==> src/rtl/vga_framebuffer_reader_pkg.sv <==
// Shared VGA timing constants, RGB332 field positions and swap FSM encoding
// for the framebuffer reader.
package vga_framebuffer_reader_pkg;

  localparam int VgaWidth     = 640;
  localparam int VgaHeight    = 480;
  localparam int HFrontPorch  = 16;
  localparam int HSyncWidth   = 96;
  localparam int HBackPorch   = 48;
  localparam int VFrontPorch  = 10;
  localparam int VSyncWidth   = 2;
  localparam int VBackPorch   = 33;
  localparam int HTotal       = VgaWidth + HFrontPorch + HSyncWidth + HBackPorch;
  localparam int VTotal       = VgaHeight + VFrontPorch + VSyncWidth + VBackPorch;

  localparam int RedMsb   = 7;
  localparam int RedLsb   = 5;
  localparam int GreenMsb = 4;
  localparam int GreenLsb = 2;
  localparam int BlueMsb  = 1;
  localparam int BlueLsb  = 0;

  typedef enum logic {
    SWAP_IDLE    = 1'b0,
    SWAP_PENDING = 1'b1
  } swap_state_e;

endpackage

==> src/rtl/vga_framebuffer_reader_if.sv <==
// Bundle between the VGA timing source / framebuffer memory and the reader.
interface vga_framebuffer_reader_if #(
  parameter int CoordWidth      = 10,
  parameter int MemAddressWidth = 16
);
  logic [CoordWidth-1:0]      line;
  logic [CoordWidth-1:0]      column;
  logic                       horizontalSync;
  logic                       verticalSync;
  logic [MemAddressWidth-1:0] memAddress;
  logic [7:0]                 memData;
  logic                       swapRequest;
  logic                       swapAck;
  logic [2:0]                 red;
  logic [2:0]                 green;
  logic [1:0]                 blue;
  logic                       hSyncOut;
  logic                       vSyncOut;
  logic [15:0]                frameCount;

  modport master (
    output line, column, horizontalSync, verticalSync, memData, swapRequest,
    input  memAddress, swapAck, red, green, blue, hSyncOut, vSyncOut, frameCount
  );

  modport slave (
    input  line, column, horizontalSync, verticalSync, memData, swapRequest,
    output memAddress, swapAck, red, green, blue, hSyncOut, vSyncOut, frameCount
  );
endinterface

==> src/rtl/vga_signal_delay.sv <==
// Fixed-depth shift register used to align syncs/visible with the colour path.
module vga_signal_delay #(
  parameter int Width = 1,
  parameter int Depth = 2
) (
  input  logic             clk,
  input  logic             rst,
  input  logic [Width-1:0] data_i,
  output logic [Width-1:0] data_o
);

  logic [Width-1:0] stage_q [Depth];

  always_ff @(posedge clk or posedge rst) begin
    if (rst) begin
      for (int i = 0; i < Depth; i++) stage_q[i] <= '0;
    end else begin
      stage_q[0] <= data_i;
      for (int i = 1; i < Depth; i++) stage_q[i] <= stage_q[i-1];
    end
  end

  assign data_o = stage_q[Depth-1];

endmodule

==> src/rtl/vga_framebuffer_reader.sv <==
// Scaled double-buffered framebuffer reader: turns VGA coordinates into
// RGB332 fetches and presents colour/syncs two clocks after the coordinates.
module vga_framebuffer_reader
  import vga_framebuffer_reader_pkg::*;
#(
  parameter int Width           = VgaWidth,
  parameter int Height          = VgaHeight,
  parameter int ScaleShift      = 2,
  parameter int CoordWidth      = 10,
  parameter int MemAddressWidth = $clog2(2 * (Width >> ScaleShift) * (Height >> ScaleShift))
) (
  input  logic                     clk,
  input  logic                     rst,
  vga_framebuffer_reader_if.slave  bus
);

  // state         | meaning
  // SWAP_IDLE     | displaying current buffer, no flip requested
  // SWAP_PENDING  | flip requested, waits for the next frame start

  localparam int OffsetWidth = MemAddressWidth - 1;
  localparam logic [OffsetWidth-1:0] RowStride = OffsetWidth'(Width >> ScaleShift);

  swap_state_e             state_q, state_d;
  logic                    buf_sel_q, buf_sel_d;
  logic                    swap_ack_q, swap_ack_d;
  logic [15:0]             frame_count_q, frame_count_d;
  logic [CoordWidth-1:0]   line_q;
  logic [OffsetWidth-1:0]  row_base_q, row_base_d;
  logic [OffsetWidth-1:0]  offset, offset_vis;
  logic [7:0]              pix_q;
  logic                    visible, frame_start, row_wrap, vis_dly;

  assign visible     = (bus.column < CoordWidth'(Width)) && (bus.line < CoordWidth'(Height));
  assign frame_start = (bus.line == '0) && (bus.column == '0);
  // A new framebuffer row starts every 2**ScaleShift visible lines; blanking lines never advance it.
  assign row_wrap    = (bus.line != line_q) && (bus.line[ScaleShift-1:0] == '0)
                       && (bus.line < CoordWidth'(Height));

  always_comb begin
    row_base_d = row_base_q;
    if (bus.line == '0)  row_base_d = '0;
    else if (row_wrap)   row_base_d = row_base_q + RowStride;
  end

  assign offset         = row_base_d + OffsetWidth'(bus.column >> ScaleShift);
  assign offset_vis     = visible ? offset : '0;
  // Use the post-decision buffer bit so the first pixel of a frame already reads the new buffer.
  assign bus.memAddress = {buf_sel_d, offset_vis};

  always_comb begin
    state_d       = state_q;
    buf_sel_d     = buf_sel_q;
    swap_ack_d    = 1'b0;
    frame_count_d = frame_start ? frame_count_q + 16'd1 : frame_count_q;
    case (state_q)
      SWAP_IDLE: begin
        if (bus.swapRequest) state_d = SWAP_PENDING;
      end
      SWAP_PENDING: begin
        if (frame_start) begin
          state_d    = SWAP_IDLE;
          buf_sel_d  = ~buf_sel_q;
          swap_ack_d = 1'b1;
        end
      end
      default: state_d = SWAP_IDLE;
    endcase
  end

  always_ff @(posedge clk or posedge rst) begin
    if (rst) begin
      state_q       <= SWAP_IDLE;
      buf_sel_q     <= 1'b0;
      swap_ack_q    <= 1'b0;
      frame_count_q <= '0;
      line_q        <= '0;
      row_base_q    <= '0;
      pix_q         <= '0;
    end else begin
      state_q       <= state_d;
      buf_sel_q     <= buf_sel_d;
      swap_ack_q    <= swap_ack_d;
      frame_count_q <= frame_count_d;
      line_q        <= bus.line;
      row_base_q    <= row_base_d;
      pix_q         <= bus.memData;
    end
  end

  vga_signal_delay #(.Width(3), .Depth(2)) u_sync_delay (
    .clk    (clk),
    .rst    (rst),
    .data_i ({visible, bus.horizontalSync, bus.verticalSync}),
    .data_o ({vis_dly, bus.hSyncOut, bus.vSyncOut})
  );

  assign bus.red        = vis_dly ? pix_q[RedMsb:RedLsb]     : 3'd0;
  assign bus.green      = vis_dly ? pix_q[GreenMsb:GreenLsb] : 3'd0;
  assign bus.blue       = vis_dly ? pix_q[BlueMsb:BlueLsb]   : 2'd0;
  assign bus.swapAck    = swap_ack_q;
  assign bus.frameCount = frame_count_q;

endmodule

==> src/flat_wrapper.sv <==
// flat-port wrapper written by rule: the top's interface ports become plain ports
module vga_framebuffer_reader_flat import vga_framebuffer_reader_pkg::*;
#(
  parameter int Width           = VgaWidth,
  parameter int Height          = VgaHeight,
  parameter int ScaleShift      = 2,
  parameter int CoordWidth      = 10,
  parameter int MemAddressWidth = $clog2(2 * (Width >> ScaleShift) * (Height >> ScaleShift))
)
  (clk, rst, bus_line, bus_column, bus_horizontalSync, bus_verticalSync, bus_memData, bus_swapRequest, bus_memAddress, bus_swapAck, bus_red, bus_green, bus_blue, bus_hSyncOut, bus_vSyncOut, bus_frameCount);
  vga_framebuffer_reader_if #(.CoordWidth(CoordWidth), .MemAddressWidth(MemAddressWidth)) bus_i ();
  input  logic clk;
  input  logic rst;
  input wire logic [$bits(bus_i.line)-1:0] bus_line;
  input wire logic [$bits(bus_i.column)-1:0] bus_column;
  input wire logic [$bits(bus_i.horizontalSync)-1:0] bus_horizontalSync;
  input wire logic [$bits(bus_i.verticalSync)-1:0] bus_verticalSync;
  input wire logic [$bits(bus_i.memData)-1:0] bus_memData;
  input wire logic [$bits(bus_i.swapRequest)-1:0] bus_swapRequest;
  output wire logic [$bits(bus_i.memAddress)-1:0] bus_memAddress;
  output wire logic [$bits(bus_i.swapAck)-1:0] bus_swapAck;
  output wire logic [$bits(bus_i.red)-1:0] bus_red;
  output wire logic [$bits(bus_i.green)-1:0] bus_green;
  output wire logic [$bits(bus_i.blue)-1:0] bus_blue;
  output wire logic [$bits(bus_i.hSyncOut)-1:0] bus_hSyncOut;
  output wire logic [$bits(bus_i.vSyncOut)-1:0] bus_vSyncOut;
  output wire logic [$bits(bus_i.frameCount)-1:0] bus_frameCount;
  assign bus_i.line = bus_line;
  assign bus_i.column = bus_column;
  assign bus_i.horizontalSync = bus_horizontalSync;
  assign bus_i.verticalSync = bus_verticalSync;
  assign bus_i.memData = bus_memData;
  assign bus_i.swapRequest = bus_swapRequest;
  assign bus_memAddress = bus_i.memAddress;
  assign bus_swapAck = bus_i.swapAck;
  assign bus_red = bus_i.red;
  assign bus_green = bus_i.green;
  assign bus_blue = bus_i.blue;
  assign bus_hSyncOut = bus_i.hSyncOut;
  assign bus_vSyncOut = bus_i.vSyncOut;
  assign bus_frameCount = bus_i.frameCount;
  vga_framebuffer_reader #(.Width(Width), .Height(Height), .ScaleShift(ScaleShift), .CoordWidth(CoordWidth), .MemAddressWidth(MemAddressWidth)) u_core (.clk(clk), .rst(rst), .bus(bus_i));
endmodule
==> config.mk <==
export PLATFORM = sky130hd
export DESIGN_NAME = vga_framebuffer_reader_flat
export DESIGN_NICKNAME = d
export VERILOG_FILES = /design/src/rtl/vga_framebuffer_reader_pkg.sv /design/src/rtl/vga_framebuffer_reader_if.sv /design/src/rtl/vga_signal_delay.sv /design/src/rtl/vga_framebuffer_reader.sv /design/src/flat_wrapper.sv
export SDC_FILE = /design/constraint.sdc
export NUM_CORES = 1
export LEC_CHECK = 0
export BUFFER_PORTS_ARGS = -buffer_cell sky130_fd_sc_hd__buf_4
export CORE_MARGIN = 5
export CORE_UTILIZATION = 39
export DETAILED_ROUTE_END_ITERATION = 10
export RECOVER_POWER = 100
export SLEW_MARGIN = 25
export SYNTH_ARGS = -nofsm -noshare
export SYNTH_HDL_FRONTEND = slang
export SYNTH_HIERARCHICAL = 1
export SYNTH_SLANG_ARGS = --single-unit
==> constraint.sdc <==
create_clock -name clk -period 2.9 [get_ports clk]
set_input_delay 0.29 -clock clk [delete_from_list [all_inputs] [get_ports clk]]
set_output_delay 0.29 -clock clk [all_outputs]
set_load 0.01 [all_outputs]
==> results of run 1 <==
-- layout make-up --
class | instances | share of cell area (%)
multi-input cells | 197 | 37.7
inverters | 5 | 0.454
clock inverters | 2 | 0.302
clock buffers | 13 | 3.84
flip-flops and latches | 58 | 35.1
repair buffers | 122 | 19.6
well taps | 99 | 2.99
-- cell usage after synthesis, types with 2 or more instances --
master,instances,area [µm²]
and3_1,4,25.0
o21ai_0,7,35.0
and4_1,2,17.5
nor4_1,3,18.8
and2_1,18,113
buf_4,5,37.5
or3_1,2,12.5
dfrtp_1,58,1450
or2_2,2,12.5
a21oi_1,6,30.0
nor4_2,2,25.0
nand2b_1,2,12.5
nand3b_1,2,15.0
nand4_1,7,43.8
a21o_1,2,15.0
xor2_1,19,166
xnor2_1,23,201
o41a_1,2,22.5
nand2_1,18,67.6
nand3_1,10,50.1
nand3_2,2,20.0
o31ai_1,2,15.0
a311oi_1,2,17.5
nor2_1,30,113
inv_1,5,18.8
ha_1,10,125
nor3_1,2,10.0
-- state kept, by name, summed over array words and instances (netlist names) --
| signal | cells |
|---|---|
| u_core/bus.frameCount | 16 |
| u_core/line_q | 10 |
| u_core/u_sync_delay/data_o | 3 |
| u_core/buf_sel_q | 1 |
| u_core/row_base_q | 15 |
| u_core/u_sync_delay/stage_q | 3 |
| u_core/pix_q | 8 |
| u_core/bus.swapAck | 1 |
| u_core/state_q | 1 |
-- logic make-up (layout without fill, tap and decap cells) --
family | after synthesis | in the layout | synth area share (%)
adders and majority gates | 11 | 11 | 5.04
buffers and inverters | 11 | 142 | 2.34
AOI/OAI and AO/OA | 29 | 29 | 7.30
muxes | 2 | 2 | 0.738
and+or+nand+nor | 113 | 113 | 21.5
xor gates and xnor gates | 42 | 42 | 12.8
DFF | 58 | 58 | 50.4
-- metrics by stage --
step | total power (W) | area (µm²) | hold WS [ps] | util, %
5_1_grt | 0.00259 | 4140 | 76.3 | 57.3
2_1_floorplan | 0.00134 | 2950 | 81.0 | -
6_report | 0.00244 | 4140 | 87.9 | 57.3
3_5_place_dp | 0.00165 | 3890 | 250 | 53.9
4_1_cts | 0.00236 | 4140 | 47.0 | 57.4
3_3_place_gp | 0.00165 | 3890 | 229 | 53.9
-- placed cells by master, fill, tap and decap left out, drive strengths merged, types with 2 or more instances in the layout --
cell    count
a21oi       7
nor3        3
nand2b      2
nand4       7
xor2       19
inv         5
buf        77
a21o        2
nor2       30
o21ai       7
xnor2      23
or3         3
dfrtp      58
clkbuf     57
and3        4
or2         2
o31ai       2
o41a        2
nand3      12
and4        2
and2       18
nand2      19
a311oi      2
nand3b      2
nor4        5
ha         10
-- layer usage --
| layer | global-route usage (%) | share of wire [%] | routed length [µm] |
|---|---|---|---|
| met1 | 21.9 | 47 | 3250 |
| met2 | 23.6 | 46 | 3230 |
| met3 | 3.52 | 5.5 | 381 |
| met4 | 7.23 | 1.6 | 111 |
| met5 | 0 | 0 | 0 |
-- where the power goes --
part	total, W	switching (W)	internal [W]
sequential	0.000929	0.0000575	0.000872
clock	0.000651	0.000300	0.000351
combinational	0.000858	0.000401	0.000457
total	0.00244	0.000758	0.00168
-- worst paths after layout --
check,start,slack [ps],endpoint,cells after the start
setup / recovery,u_core/line_q[2],-670,bus_memAddress[14],14
hold / removal,bus_memData[1],90,u_core/pix_q[1],1
setup reg to reg,u_core/line_q[2],930,u_core/row_base_q[9],8
hold reg to reg,u_core/u_sync_delay/stage_q[5],350,u_core/u_sync_delay/data_o[2],0
max in group asynchronous,rst,560,u_core/pix_q[0],3
min in group asynchronous,rst,430,u_core/u_sync_delay/data_o[1],3
-- timing repair --
| item | 4_1_cts | 5_1_grt |
|---|---|---|
| pin swaps | 24 | 22 |
| endpoints found under the hold margin | 6 | 0 |
| resized for setup | 13 | 17 |
| hold buffers | 1 | 0 |
| endpoints found under the setup margin | 10 | 12 |
| setup buffers | 1 | 5 |
==> metrics, run 1 <==
Final HPWL DP 5.23 mm; Worst Path Class, Setup reg -> out; Port Buffers 75; Post-Syn Nets 310; Top delay family on crit path simple AND/OR/NAND/NOR gates; HP Class in -> reg; first-pass GRT wire length 11.2 mm; Die Height about 96 µm; Final ANT Viol Nets 0; status finished with violations; clock sink count 58; register area share after synthesis around half; Via Count 2361; PwrDens 589 nW/µm²; dpl cells between 400 and 500; first-iteration detailed-routing DRC count 64; CTS tree yes; GRT Total Usage 15.8%; number of library cell types mapped by synthesis 46; vias per cell 4.76; fmax approximately 0.28 GHz; MaxCap Viol Count 1; Cells after Synth 266; CP max stage delay around 400 ps; clk_skew 13.6 ps; post-route setup TNS -4580 ps; CP Capture Type primary output; root buffer cell clkbuf_8; Final Non-Filler Cells ~500; slowest cell on the critical path nor4_4; Synth Cell Area about 2900 µm²; FF+latch area roughly 1500 µm²; cell row count 31; Arr. time, crit path 3280 ps; number of synthesized flops with an enable pin 0; worst slew pin tran 2010 ps; maximum vdd ir drop 0.346 mV; Inserted Diodes 0; Req. time, crit path 2610 ps; vias in the first global route ~2400; Avg Inst Size Synth 10.8 µm²; Yosys Warn Count 6; core footprint 7210 µm²; final-report max-slew violation count 53; FILL cells 686; initial antenna violation count 0; worst setup margin -673 ps; clk slew on worst S/H paths 60 ps; RSZ-0062 raised after global routing true; fraction of layout cells with a size suffix above 1 36.3%; footprint of the multi-input gates 1560 µm²; # setup viols final 10; Final Critical Period 3570 ps; NumNets Final 437; die width 96.0 µm; Initial Util 39.9%; fin crit share 123%; post-place setup slack -628 ps; DRC Markers 0; failing checks capacitance limit, slew limit, setup timing; Leak Pwr ~1.9 nW; worst path bufs/invs 2; I/O pins 76; CP Launch Type register; worst path cell trace xor2_2, nor4_4, a31oi_2, buf_4, nand2_2, a21oi_2, ha_1, nor3_2, nor2_1, o41a_1, o2111a_1, and3_4, mux2i_4, buf_6; DIE AREA 9210 µm²; area grow syn2layout 43.6%; crit-path max FO 3; final wirelength 6.97 mm; largest net degree at the start of global routing 53; CTS Buf Count 9; gpl congestion 0.888; total grt overflow 0; top_reg_cell synth dfrtp_1; #FFs+latches synth 58; wire per inst 14.0 µm; Slew HR -34.1%; clock buffer depth 2; Hold Violations, Final 0; drt pass-1 iters 4; H-tree Lvls 3; asr flop ratio synth 100%; worst-skew pair later-pin latency 330 ps
Power figures use the tool's default switching activity.
==> inputs of run 2 (changes only) <==
Settings changed: RECOVER_POWER 100 to 50.
==> run 2 against run 1 <==
- the run still ends with capacitance limit, slew limit, setup timing left
- hold slack worse by 3.5 ps
- fmax about the same
- clock-buffer cell count unchanged
- sequential power about the same
- die area unchanged
- critical path type unchanged
- critical endpoint unchanged
==> metrics, run 2 (synthesis gave the netlist of run 1 again) <==
HP Class in -> reg; fin crit share 123% (about the same); slowest cell on the critical path nor4_4; CP Capture Type primary output; FF-to-FF path depth 8 (unchanged); area grow syn2layout 46.2%; Port Buffers 75 (unchanged); MaxCap Viol Count 1 (unchanged); # setup viols final 10 (unchanged); status finished with violations; wire per inst 14.0 µm (-0.22%); first-pass GRT wire length 11.2 mm (unchanged); total grt overflow 0 (unchanged); Top delay family on crit path simple AND/OR/NAND/NOR gates; DRC Markers 0 (unchanged); die width 96.0 µm (unchanged); FILL cells 654 (-4.7%); clk slew on worst S/H paths 70 ps (about the same); worst path bufs/invs 2 (unchanged); initial antenna violation count 0 (unchanged); clock buffer depth 2 (unchanged); crit-path max FO 3 (unchanged); CP max stage delay 400 ps (about the same); worst-skew pair later-pin latency 330 ps (about the same); Inserted Diodes 0 (unchanged); drt pass-1 iters 4 (unchanged); NumNets Final 437 (unchanged); CP Depth 14 (unchanged); maximum vdd ir drop 0.347 mV (+0.11%); failing checks capacitance limit, slew limit, setup timing; clk_skew 13.4 ps (-0.178 ps); RSZ-0062 raised after global routing true; worst slew pin tran 2020 ps (+7.10 ps); vias per cell 4.75 (-0.13%); PwrDens 581 nW/µm² (-1.5%); final-report max-slew violation count 53 (unchanged); DIE AREA 9210 µm² (unchanged); vias in the first global route 2381 (unchanged); commonest non-fill, non-tap cell in the layout buf_4; worst hold margin 84.3 ps (-3.53 ps); post-place setup slack -628 ps (unchanged); Die Height 96.0 µm (unchanged); worst path cell trace xor2_2, nor4_4, a31oi_2, buf_4, nand2_2, a21oi_2, ha_1, nor3_2, nor2_1, o41a_1, o2111a_1, and3_4, mux2i_4, buf_6; final wirelength 6.95 mm (-0.22%); I/O pins 76 (unchanged); Worst Path Class, Setup reg -> out; root buffer cell clkbuf_8; Final Critical Period 3570 ps (+0.585 ps); largest net degree at the start of global routing 53 (unchanged); core footprint 7210 µm² (unchanged); hold depth 1 (unchanged); GRT Total Usage 15.8% (unchanged); Final HPWL DP 5.23 mm (unchanged); critical path startpoint u_core/line_q[2]; worst setup margin -673 ps (-0.585 ps); gpl congestion 0.888 (unchanged); max reg flops 16 (unchanged); CP Launch Type register; Final Core Density 58.4% (+1.0 points); CTS tree yes; Leak Pwr 1.98 nW (+4.6%); placed instance area 3890 µm² (unchanged); CTS Buf Count 9 (unchanged); fraction of layout cells with a size suffix above 1 41.3% (+5.0 points); cell row count 31 (unchanged); hold path startpoint bus_memData[1]; commonest cells after routing, fill and taps aside buf_4, dfrtp_1, nor2_1; Hold Violations, Final 0 (unchanged); Final ANT Viol Nets 0 (unchanged); Arr. time, crit path 3280 ps (about the same); Req. time, crit path 2610 ps (about the same); Slew HR -34.5% (-0.47 points); Initial Util 39.9% (unchanged); H-tree Lvls 3 (unchanged); fmax 0.280 GHz (about the same); Finished Cell Area 4210 µm² (+1.8%); first-iteration detailed-routing DRC count 71 (+11%); reg2reg start u_core/line_q[2]; Via Count 2358 (-0.13%); clock sink count 58 (unchanged)
## run 2: cell types whose count changed in the layout (fill, tap and decap cells not counted), sizes merged
| cell | change |
|---|---|
| buf | +20 |
| clkbuf | -20 |
## run 2: layout make-up
| cell class | count | area [µm²] | area share [%] |
|---|---|---|---|
| clock buffers | 13 | 159 | 3.77 |
| flip-flops and latches | 58 | 1450 | 34.5 |
| well taps | 99 | 124 | 2.94 |
| repair buffers | 122 | 885 | 21.0 |
| inverters | 5 | 18.8 | 0.446 |
| multi-input cells | 197 | 1560 | 37.1 |
| clock inverters | 2 | 12.5 | 0.297 |
## run 2: worst paths after layout
check                                           endpoint  slack (ps)
max                                   bus_memAddress[14]        -670
min in group asynchronous  u_core/u_sync_delay/data_o[1]         430
max in group asynchronous                u_core/pix_q[0]         560
min                                      u_core/pix_q[1]          80
max reg2reg                         u_core/row_base_q[9]         930
min reg2reg                u_core/u_sync_delay/data_o[2]         350
## run 2: stage by stage
step           setup TNS [ps]  total power, W  cells
2_1_floorplan            -402         0.00134    266
3_3_place_gp            -3660         0.00165    474
3_5_place_dp            -3910         0.00165    474
4_1_cts                 -5410         0.00236    491
5_1_grt                 -6160         0.00260    496
6_report                -4580         0.00245    496
## run 2: layer usage
metal | routed length, µm | global-route usage, %
met4 | 111 | 7.23
met5 | 0 | 0
met2 | 3230 | 23.6
met1 | 3260 | 21.9
met3 | 358 | 3.52
## run 2: repair_timing
action	in CTS	in global routing
gates resized for setup	13	17
setup buffers	1	5
setup endpoints to repair	10	12
pin swaps	24	22
hold buffers	1	0
hold endpoints to repair	6	0
## run 2: power by group
part | internal (W) | total (W) | leakage, nW | switching [W]
Sequential | 0.000872 | 0.000929 | 0.741 | 0.0000576
Clock | 0.000351 | 0.000655 | 0.0855 | 0.000304
Combinational | 0.000461 | 0.000862 | 1.15 | 0.000401
Total | 0.00168 | 0.00245 | 1.98 | 0.000763
